## src/rtl/clock_ctrl_if.sv

```systemverilog
// Button inputs and time/status outputs of the clock controller.
// The slave modport is the controller side; the master modport drives the buttons.
interface clock_ctrl_if;
   logic       mode_btn;
   logic       inc_btn;
   logic [4:0] hour_out;
   logic [5:0] min_out;
   logic [5:0] sec_out;
   logic [1:0] state_out;
   logic       sec_tick;
   logic       day_carry;

   modport master (
      output mode_btn,
      output inc_btn,
      input  hour_out,
      input  min_out,
      input  sec_out,
      input  state_out,
      input  sec_tick,
      input  day_carry
   );

   modport slave (
      input  mode_btn,
      input  inc_btn,
      output hour_out,
      output min_out,
      output sec_out,
      output state_out,
      output sec_tick,
      output day_carry
   );
endinterface

```

## src/rtl/clock_ctrl.sv

```systemverilog
// Hours/minutes/seconds time-keeper with a one-second prescaler and RUN/SET_HOUR/SET_MIN mode FSM.
// Every output is a register; counts and pulses appear the cycle after the edge that produced them.
module clock_ctrl #(
   parameter int DIV = 50000000
) (
   input  logic       clk,
   input  logic       rst,
   clock_ctrl_if.slave bus
);

   localparam int PW = $clog2(DIV);
   localparam logic [PW-1:0] PRESC_LAST = PW'(DIV - 1);
   localparam logic [PW-1:0] PRESC_ONE  = PW'(1);

   typedef enum logic [1:0] {
      RUN      = 2'b00,
      SET_HOUR = 2'b01,
      SET_MIN  = 2'b10,
      ILLEGAL  = 2'b11
   } state_t;

   state_t        state;
   logic [PW-1:0] presc;
   logic [4:0]    hour;
   logic [5:0]    min;
   logic [5:0]    sec;
   logic          sec_tick_q;
   logic          day_carry_q;

   always_ff @(posedge clk) begin
      if (rst) begin
         state       <= RUN;
         presc       <= '0;
         hour        <= '0;
         min         <= '0;
         sec         <= '0;
         sec_tick_q  <= 1'b0;
         day_carry_q <= 1'b0;
      end else begin
         sec_tick_q  <= 1'b0;
         day_carry_q <= 1'b0;
         case (state)
            RUN: begin
               if (bus.mode_btn) begin
                  // Leaving RUN discards a coincident tick edge and freezes the time.
                  state <= SET_HOUR;
                  presc <= '0;
               end else if (presc >= PRESC_LAST) begin
                  presc      <= '0;
                  sec_tick_q <= 1'b1;
                  if (sec >= 6'd59) begin
                     sec <= '0;
                     if (min >= 6'd59) begin
                        min <= '0;
                        if (hour >= 5'd23) begin
                           hour        <= '0;
                           day_carry_q <= 1'b1;
                        end else begin
                           hour <= hour + 5'd1;
                        end
                     end else begin
                        min <= min + 6'd1;
                     end
                  end else begin
                     sec <= sec + 6'd1;
                  end
               end else begin
                  presc <= presc + PRESC_ONE;
               end
            end
            SET_HOUR: begin
               presc <= '0;
               if (bus.mode_btn) begin
                  state <= SET_MIN;
               end else if (bus.inc_btn) begin
                  hour <= (hour >= 5'd23) ? 5'd0 : hour + 5'd1;
               end
            end
            SET_MIN: begin
               presc <= '0;
               if (bus.mode_btn) begin
                  // Resuming RUN restarts the second so the next tick is a full period away.
                  state <= RUN;
                  sec   <= '0;
               end else if (bus.inc_btn) begin
                  min <= (min >= 6'd59) ? 6'd0 : min + 6'd1;
               end
            end
            default: begin
               state <= RUN;
               presc <= '0;
            end
         endcase
      end
   end

   assign bus.hour_out  = hour;
   assign bus.min_out   = min;
   assign bus.sec_out   = sec;
   assign bus.state_out = state;
   assign bus.sec_tick  = sec_tick_q;
   assign bus.day_carry = day_carry_q;

endmodule

```

## src/flat_wrapper.sv

```systemverilog
// flat-port wrapper written by rule: the top's interface ports become plain ports
module clock_ctrl_flat 
#(
   parameter int DIV = 50000000
)
  (clk, rst, bus_mode_btn, bus_inc_btn, bus_hour_out, bus_min_out, bus_sec_out, bus_state_out, bus_sec_tick, bus_day_carry);
  clock_ctrl_if bus_i ();
  input  logic clk;
  input  logic rst;
  input wire logic [$bits(bus_i.mode_btn)-1:0] bus_mode_btn;
  input wire logic [$bits(bus_i.inc_btn)-1:0] bus_inc_btn;
  output wire logic [$bits(bus_i.hour_out)-1:0] bus_hour_out;
  output wire logic [$bits(bus_i.min_out)-1:0] bus_min_out;
  output wire logic [$bits(bus_i.sec_out)-1:0] bus_sec_out;
  output wire logic [$bits(bus_i.state_out)-1:0] bus_state_out;
  output wire logic [$bits(bus_i.sec_tick)-1:0] bus_sec_tick;
  output wire logic [$bits(bus_i.day_carry)-1:0] bus_day_carry;
  assign bus_i.mode_btn = bus_mode_btn;
  assign bus_i.inc_btn = bus_inc_btn;
  assign bus_hour_out = bus_i.hour_out;
  assign bus_min_out = bus_i.min_out;
  assign bus_sec_out = bus_i.sec_out;
  assign bus_state_out = bus_i.state_out;
  assign bus_sec_tick = bus_i.sec_tick;
  assign bus_day_carry = bus_i.day_carry;
  clock_ctrl #(.DIV(DIV)) u_core (.clk(clk), .rst(rst), .bus(bus_i));
endmodule
```

## config.mk

```make
export PLATFORM = sky130hd
export DESIGN_NAME = clock_ctrl_flat
export DESIGN_NICKNAME = d
export VERILOG_FILES = /design/src/rtl/clock_ctrl_if.sv /design/src/rtl/clock_ctrl.sv /design/src/flat_wrapper.sv
export SDC_FILE = /design/constraint.sdc
export NUM_CORES = 1
export LEC_CHECK = 0
export ABC_CLOCK_PERIOD_IN_PS = 2450
export BUFFER_PORTS_ARGS = -buffer_cell sky130_fd_sc_hd__buf_2
export CORE_MARGIN = 3
export CORE_UTILIZATION = 50
export DETAILED_ROUTE_END_ITERATION = 16
export GPL_ROUTABILITY_DRIVEN = 0
export MAX_ROUTING_LAYER = met4
export PLACE_DENSITY_LB_ADDON = 0.2
export SKIP_CTS_REPAIR_TIMING = 1
export SYNTH_ARGS = -nofsm -noshare
export SYNTH_HDL_FRONTEND = slang
export SYNTH_SLANG_ARGS = --single-unit
```

## constraint.sdc

```tcl
create_clock -name clk -period 2.45 [get_ports clk]
set_input_delay 0.1225 -clock clk [delete_from_list [all_inputs] [get_ports clk]]
set_output_delay 0.1225 -clock clk [all_outputs]
set_load 0.02 [all_outputs]
```

==> flow_metrics.tcl, run 1 <==
set metrics [dict create \
    multi_input_area_um2 1290 \
    place.detailed.hpwl_um 3360 \
    synthCells 265 \
    timing.hold.ws_ns 0.153 \
    diodes 0 \
    crit_chain "ha_1 > nand4_2 > o211ai_1 > a21oi_2 > o41ai_4 > buf_4 > a21oi_1 > a211oi_1" \
    crit_buf_inv 1 \
    clock.fmax_ghz 0.443 \
    end_kind "register" \
    final_nets 309 \
    grt_pass1_wl_um 7900 \
    path_clk_slew_ns 0.09 \
    dr.first_iter.drc_count 115 \
    dr.pass1.iters 4 \
    layout-drive-gt1-share_pct 19.5 \
    clock_path_buffers 2 \
    slew_viol_final 0 \
    ys_seq_area_share_pct 41.1 \
    status "completed" \
    clk_latency_ns 0.30 \
    htreeDepth 2 \
    grt_util_met2_pct 26.6 \
    finalWorstSetupSlack_ns 0.193 \
    chipHeight_um 73.6 \
    overflow 0 \
    io_pins 25 \
    cts_tree "built" \
    rsz0062_at_grt "false" \
    finalPower_mw 1.43 \
    pre_cts_ws_ns 0.108 \
    leakagePower_nw 1.00 \
    seqCellArea_um2 941 \
    ys.flop_type "dfxtp_1" \
    tns_ns 0 \
    slowest_delay_ns 0.39 \
    grt_util_met1_pct 26.7 \
    drv_cap 0 \
    hold_violations 0 \
    critPathRequiredTime_ns 2.67 \
    timing.final.crit_share_pct 92.1 \
    crit_arrival_ns 2.47 \
    initial_core_util_pct 54.4 \
    synth_cell_types 52 \
    synth_edf_count 0 \
    relSlewSlack_pct 65.3 \
    via_per_inst 5.72 \
    busiest_layer "met1" \
    fp-row-count 23 \
    ir_drop_uv 389 \
    hold_path.class "in -> reg" \
    grt_pass1_vias 1737 \
    clock_sinks 47 \
    tightest_slew_ns 0.516 \
    ant_nets 0 \
    grtUsageMet3_pct 3.83 \
    crit_type "reg -> reg" \
    core_um2 4200 \
    cts-root-buf "clkbuf_8" \
    path_max_fanout 6 \
    route.detailed.drc 0 \
    setup_viol 0 \
    startpoint_type "register" \
    die-area_um2 5420 \
    synthToLayoutAreaGrowth_pct 15.6 \
    period_needed_ns 2.26 \
    die_width_um 73.6 \
    cts_made_buffers 5 \
    antenna_found_initial 0 \
    wl_um 4790 \
    num_vias 2014 \
    skew_ns 0.00582 \
    synth_nets 273 \
    critical-path-top-delay-family "compound AO/OA/AOI/OAI gates" \
    ys_ff_latch 47 \
    async_reset_ff_share_pct 0 \
    track_usage_pct 19.1 \
    powerDensity_nw_per_um2 542 \
    syn_avg_cell_area_um2 8.63 \
    io_buffers 24 \
    grt_max_degree 26 \
    routedWlPerCell_um 13.6 \
    cp_slowest_cell "dfxtp_1" \
    synth_area_um2 2290 \
    yosys_warnings 0 \
    fillers 363 \
]
[placed cells by master (no fill, tap or decap), drive strengths merged, types with 3 or more instances in the layout]
cell    Yosys  routed
or3         3       3
xnor2      15      15
nor2       42      42
nor3        6       6
or2         5       5
nor2b       3       3
xor2        8       8
nand3      19      19
o211ai      3       3
and3        8       8
nor4        3       3
inv         7       7
dfxtp      47      47
buf         2      35
nor3b       4       4
nand2      23      23
o21ai       9       9
nand4       7       7
ha          4       4
a21oi      11      11
clkbuf      4       6
[Yosys cell counts (all sizes together) (3+ instances only)]
master	number	share of area, %
and3	8	2.2
nor2	42	6.9
or3	3	1.0
nor4	3	1.1
nor3	6	1.5
dfxtp	47	41
nand4	7	2.5
xnor2	15	5.7
nand3	19	4.2
nor2b	3	0.82
ha	4	2.2
clkbuf	4	0.66
a21oi	11	2.6
xor2	8	3.1
inv	7	1.1
nor3b	4	1.3
o21ai	9	2.0
or2	5	1.4
o211ai	3	0.98
nand2	23	3.8
[cells by family after synthesis]
group / Yosys count / share of synthesized area, %
flops: 47 / 41.1
simple gates: 127 / 28.2
xor+xnor: 23 / 8.81
buf+inv: 14 / 2.68
fa+ha+maj: 4 / 2.19
compound gates: 48 / 16.1
mux: 2 / 0.875
[layer usage]
metal | up-vias | wire (um)
met5 | - | 0
met1 | 938 | 2350
met2 | 48 | 2100
li1 | 1016 | -
met3 | 12 | 236
met4 | 0 | 104
[flip-flops by register name (all words and copies together) (netlist names)]
| name | flops |
|---|---|
| u_core.bus.day_carry | 1 |
| u_core.bus.hour_out | 5 |
| u_core.bus.min_out | 6 |
| u_core.bus.sec_out | 6 |
| u_core.bus.sec_tick | 1 |
| u_core.bus.state_out | 2 |
| u_core.presc | 26 |
[final cells by class]
type | instances | share of cell area [%]
clock inverter | 2 | 1.32
tap | 50 | 2.37
timing repair buffer | 35 | 7.66
clock buffer | 6 | 3.12
multi-input combinational | 204 | 48.8
sequential | 47 | 35.6
inverter | 8 | 1.14
[report_power, final]
| part | switching (mW) | internal [mW] | total, mW |
|---|---|---|---|
| Sequential | 0.0113 | 0.769 | 0.780 |
| Clock | 0.261 | 0.330 | 0.592 |
| Combinational | 0.0436 | 0.0180 | 0.0617 |
| Total | 0.316 | 1.12 | 1.43 |
[worst paths after layout]
path,startpoint,to,slack (ns),cells past startpoint
max,u_core.presc[0],u_core.bus.min_out[5],0.19,8
min,bus_mode_btn,u_core.bus.state_out[1],0.15,3
max reg2reg,u_core.presc[0],u_core.bus.min_out[5],0.19,8
min reg2reg,u_core.presc[0],u_core.presc[0],0.47,1
[per-stage QoR]
stage	std cells	util [%]	instance area, um2
floorplan	265	-	2290
global placement	343	59.8	2510
detailed placement	343	59.8	2510
CTS	351	62.6	2630
global route	352	63.0	2650
finish	352	63.0	2650
[worst reg2reg max path: cells and delay by family, from the launching register on]
kind,cells,cell delay (ns)
DFF,1,0.39
buffers and inverters,1,0.21
AOI/OAI and AO/OA,5,1.15
adders and majority gates,1,0.25
and+or+nand+nor,1,0.18
Note: power is estimated with default switching activity, not from simulation.
==> run 2: changes to the inputs <==
Settings changed: CORE_ASPECT_RATIO set to 1.75.
==> run 2 against run 1 <==
Effect of this change:
- worst hold slack got worse by 0.0050 ns
- sequential share of layout area increased by 0.41 points
- non-clock buffer count did not move
- utilization decreased by 1.7 points
- die area increased by 0.58%
- first-iteration DRC count decreased by 32%
- final area shrank 1.1%
==> flow_metrics.tcl, run 2 (same netlist as run 1, synthesis figures left out) <==
set metrics [dict create \
    status "completed" \
    cp_slowest_cell "or3_1" \
    grt_max_degree 26 \
    path_max_fanout 5 \
    critPathRequiredTime_ns 2.69 \
    slowest_delay_ns 0.50 \
    ir_drop_uv 458 \
    crit_path_frequent_cell "or3_1" \
    grt_pass1_vias 1988 \
    rsz0062_at_grt "false" \
    slew_viol_final 0 \
    fp-row-count 31 \
    layout_common_cells "47 x dfxtp_1, 42 x nor2_1, 24 x buf_2" \
    die-area_um2 5450 \
    io_pins 25 \
    chipHeight_um 95.5 \
    routedWlPerCell_um 13.8 \
    dr.first_iter.drc_count 78 \
    path_clk_slew_ns 0.09 \
    end_kind "register" \
    crit_chain "ha_1 > nand4_2 > or3_1 > or3_4 > or3_1 > a21oi_1" \
    relSlewSlack_pct 70.1 \
    antenna_found_initial 0 \
    hold_path.class "in -> reg" \
    skew_ns 0.0113 \
    route.detailed.drc 0 \
    clock.fmax_ghz 0.451 \
    period_needed_ns 2.22 \
    drv_cap 0 \
    hold_violations 0 \
    cts-root-buf "clkbuf_8" \
    crit_type "reg -> reg" \
    timing.hold.ws_ns 0.148 \
    multi_input_area_um2 1280 \
    largest_register_ffs 26 \
    clock_sinks 47 \
    cts_tree "built" \
    num_vias 2013 \
    setup_viol 0 \
    crit_arrival_ns 2.46 \
    initial_core_util_pct 53.6 \
    leakagePower_nw 0.986 \
    timing.final.crit_share_pct 90.4 \
    synthToLayoutAreaGrowth_pct 14.3 \
    crit_buf_inv 0 \
    via_per_inst 5.74 \
    fillers 403 \
    layout_commonest_cell "dfxtp_1" \
    diodes 0 \
    grt_pass1_wl_um 8360 \
    io_buffers 24 \
    seqCellArea_um2 941 \
    place.detailed.hpwl_um 3620 \
    clk_latency_ns 0.30 \
    tns_ns 0 \
    tightest_slew_ns 0.445 \
    die_width_um 57.1 \
    final_nets 309 \
    powerDensity_nw_per_um2 508 \
    track_usage_pct 19.9 \
    htreeDepth 2 \
    regMostFlops "u_core.presc" \
    dr.pass1.iters 6 \
    layout-drive-gt1-share_pct 19.2 \
    clock_path_buffers 2 \
    overflow 0 \
    startpoint_type "register" \
    wl_um 4850 \
    critical-path-top-delay-family "simple AND/OR/NAND/NOR gates" \
    ant_nets 0 \
    cts_made_buffers 5 \
    core_um2 4270 \
]
## run 2: cell types whose count changed in the layout (fill, tap and decap cells not counted), sizes merged
cell / previous run / this run
bufinv: 1 / 0
clkbuf: 6 / 7
## run 2: through the flow
| step | std cells | cell area, um2 | util, % | setup slack, ns | power, mW |
|---|---|---|---|---|---|
| finish | 351 | 2620 | 61.3 | 0.235 | 1.33 |
| global route | 351 | 2620 | 61.3 | 0.0461 | 1.37 |
| CTS | 350 | 2610 | 61.1 | 0.118 | 1.34 |
| detailed placement | 342 | 2510 | 58.9 | 0.142 | 0.859 |
| global placement | 342 | 2510 | 58.9 | 0.251 | 0.857 |
| floorplan | 265 | 2290 | - | 0.278 | 0.837 |
## run 2: cell type report
type | count | area share, %
multi-input cells | 204 | 49.1
flip-flops and latches | 47 | 36.0
repair buffers | 35 | 7.75
clock buffers | 7 | 3.30
well taps | 49 | 2.34
inverters | 8 | 1.15
clock inverters | 1 | 0.335
## run 2: power by group
| part | internal (mW) | switching (mW) | leakage (nW) | total, mW |
|---|---|---|---|---|
| Sequential | 0.769 | 0.0117 | 0.379 | 0.780 |
| Combinational | 0.0182 | 0.0413 | 0.558 | 0.0595 |
| Clock | 0.231 | 0.258 | 0.0484 | 0.490 |
## run 2: path summary, 6_finish.rpt
kind,start,to,slack [ns],cells past startpoint
setup reg to reg,u_core.presc[0],u_core.presc[22],0.23,6
setup / recovery,u_core.presc[0],u_core.presc[22],0.23,6
hold / removal,bus_mode_btn,u_core.bus.state_out[1],0.15,3
hold reg to reg,u_core.presc[0],u_core.presc[0],0.47,1
## run 2: layer usage
| metal | GRT usage [%] | part of all wire [%] | up-vias |
|---|---|---|---|
| met3 | 3.52 | 2.9 | 17 |
| met1 | 17.6 | 39 | 939 |
| met5 | - | 0 | - |
| li1 | - | - | 1017 |
| met2 | 38.7 | 54 | 40 |
| met4 | 10.3 | 3.7 | 0 |
## run 2: worst min-delay path, stage by stage
cell	delay (ns)
buf_2	0.14
nand3_1	0.08
a21oi_1	0.06
==> run 3: changes to the inputs <==
Settings changed: CELL_PAD_IN_SITES_DETAIL_PLACEMENT set to 1, CELL_PAD_IN_SITES_GLOBAL_PLACEMENT set to 2, CORE_UTILIZATION 50 to 35, CTS_CLUSTER_SIZE set to 14.
==> run 3 against run 2 <==
Effect of this change:
- first-iteration DRC count decreased by 14%
- non-clock buffer count is 3 higher
- clock-buffer cell count fell by 1
- largest cell class unchanged
==> flow_metrics.tcl, run 3 (same netlist as run 1, synthesis figures left out) <==
set metrics [dict create \
    status "completed" \
    skew_ns 0.00886 \
    num_vias 2029 \
    grt_pass1_vias 2046 \
    path_clk_slew_ns 0.09 \
    cts-root-buf "clkbuf_8" \
    relSlewSlack_pct 60.9 \
    timing.hold.ws_ns 0.144 \
    regMostFlops "u_core.presc" \
    timing.final.crit_share_pct 92.3 \
    antenna_found_initial 0 \
    dr.first_iter.drc_count 67 \
    tightest_slew_ns 0.581 \
    final_nets 312 \
    clock_path_buffers 2 \
    grt_pass1_wl_um 9610 \
    cts_tree "built" \
    die-area_um2 7580 \
    setup.worst_path.start "u_core.presc[0]" \
    cp_slowest_cell "o41ai_4" \
    wl_met2_um 3240 \
    crit_buf_inv 1 \
    io_pins 25 \
    core_um2 6280 \
    hold_end "u_core.bus.state_out[1]" \
    min_path_cells 3 \
    layout-drive-gt1-share_pct 20.3 \
    hold_violations 0 \
    r2r_end "u_core.bus.min_out[0]" \
    r2r_cells 8 \
    wl_met3_um 120 \
    fp-row-count 38 \
    die_width_um 67.1 \
    routedWlPerCell_um 14.6 \
    clock.fmax_ghz 0.442 \
    overflow 0 \
    layout_commonest_cell "dfxtp_1" \
    tns_ns 0 \
    place_area_um2 2570 \
    slowest_delay_ns 0.45 \
    synthToLayoutAreaGrowth_pct 18.0 \
    fillers 797 \
    reg2reg_from "u_core.presc[0]" \
    final_cell_area_um2 2700 \
    crit_type "reg -> reg" \
    powerDensity_nw_per_um2 530 \
    layout_common_cells "47 x dfxtp_1, 42 x nor2_1, 24 x buf_2" \
    hold_path.class "in -> reg" \
    route.detailed.drc 0 \
    dr.pass1.iters 4 \
    finalPower_mw 1.43 \
    path_max_fanout 6 \
    period_needed_ns 2.26 \
    startpoint_type "register" \
    holdCritStartpoint "bus_mode_btn" \
    chipHeight_um 113 \
    end_kind "register" \
    ir_drop_uv 299 \
    cts_made_buffers 5 \
    clk_latency_ns 0.30 \
    diodes 0 \
    ant_nets 0 \
    crit_chain "ha_1 > nand4_2 > o211ai_1 > a21oi_2 > o41ai_4 > buf_4 > mux2i_1 > nor2_1" \
    wl_um 5610 \
    drv_cap 0 \
    setup_viol 0 \
    initial_core_util_pct 36.4 \
    place.detailed.hpwl_um 4280 \
    crit_arrival_ns 2.44 \
    worst-r2r-setup-slack_ns 0.19 \
    critPathRequiredTime_ns 2.63 \
    clock_sinks 47 \
    highest_layer "met4" \
    largest_register_ffs 26 \
    leakagePower_nw 1.01 \
    track_usage_pct 16.6 \
    via_per_inst 5.27 \
    htreeDepth 2 \
    wl_met1_um 2190 \
    slew_viol_final 0 \
    grt_max_degree 26 \
    io_buffers 24 \
    critical-path-top-delay-family "compound AO/OA/AOI/OAI gates" \
]
run 3: tightest hold or removal path: cells and delay by family:
kind                   cells  cell delay (ns)
buffers and inverters      1             0.14
and+or+nand+nor            1             0.08
AOI/OAI and AO/OA          1             0.06
run 3: final cells by class:
cell class,instances,area (um2),share of cell area (%)
Timing Repair Buffer,38,225,8.34
Clock inverter,2,35.0,1.30
Inverter,8,30.0,1.11
Tap cell,80,100,3.71
Sequential cell,47,941,34.9
Multi-Input combinational cell,204,1280,47.6
Clock buffer,6,82.6,3.06
run 3: how the worst max path moves through the flow:
stage	endpoint	slack (ns)	depth (start not counted)
4_1_cts	u_core.bus.min_out[0]	0.14	8
5_1_grt	u_core.bus.min_out[5]	-0.003	8
3_5_place_dp	u_core.bus.min_out[0]	0.16	8
6_report	u_core.bus.min_out[0]	0.19	8
3_3_place_gp	u_core.bus.min_out[0]	0.25	8
2_1_floorplan	u_core.bus.hour_out[2]	0.28	7
run 3: layer usage:
| layer | track usage [%] | vias to the layer above |
|---|---|---|
| met5 | - | - |
| met4 | 4.88 | 0 |
| met3 | 2.68 | 4 |
| met2 | 30.7 | 21 |
| met1 | 17.3 | 982 |
| li1 | - | 1022 |
run 3: through the flow:
| stage | cells | setup WS (ns) | utilization, % |
|---|---|---|---|
| 6_report | 385 | 0.188 | 43.0 |
| 5_1_grt | 385 | -0.00346 | 43.0 |
| 4_1_cts | 384 | 0.138 | 42.9 |
| 3_5_place_dp | 376 | 0.164 | 41.0 |
| 3_3_place_gp | 376 | 0.249 | 41.0 |
| 2_1_floorplan | 265 | 0.278 | - |
run 3: power by group:
group / internal, mW / leakage, nW / total, mW / switching, mW
registers: 0.769 / 0.379 / 0.780 / 0.0112
clock network: 0.330 / 0.0612 / 0.591 / 0.260
logic: 0.0182 / 0.571 / 0.0609 / 0.0427
total: 1.12 / 1.01 / 1.43 / 0.314
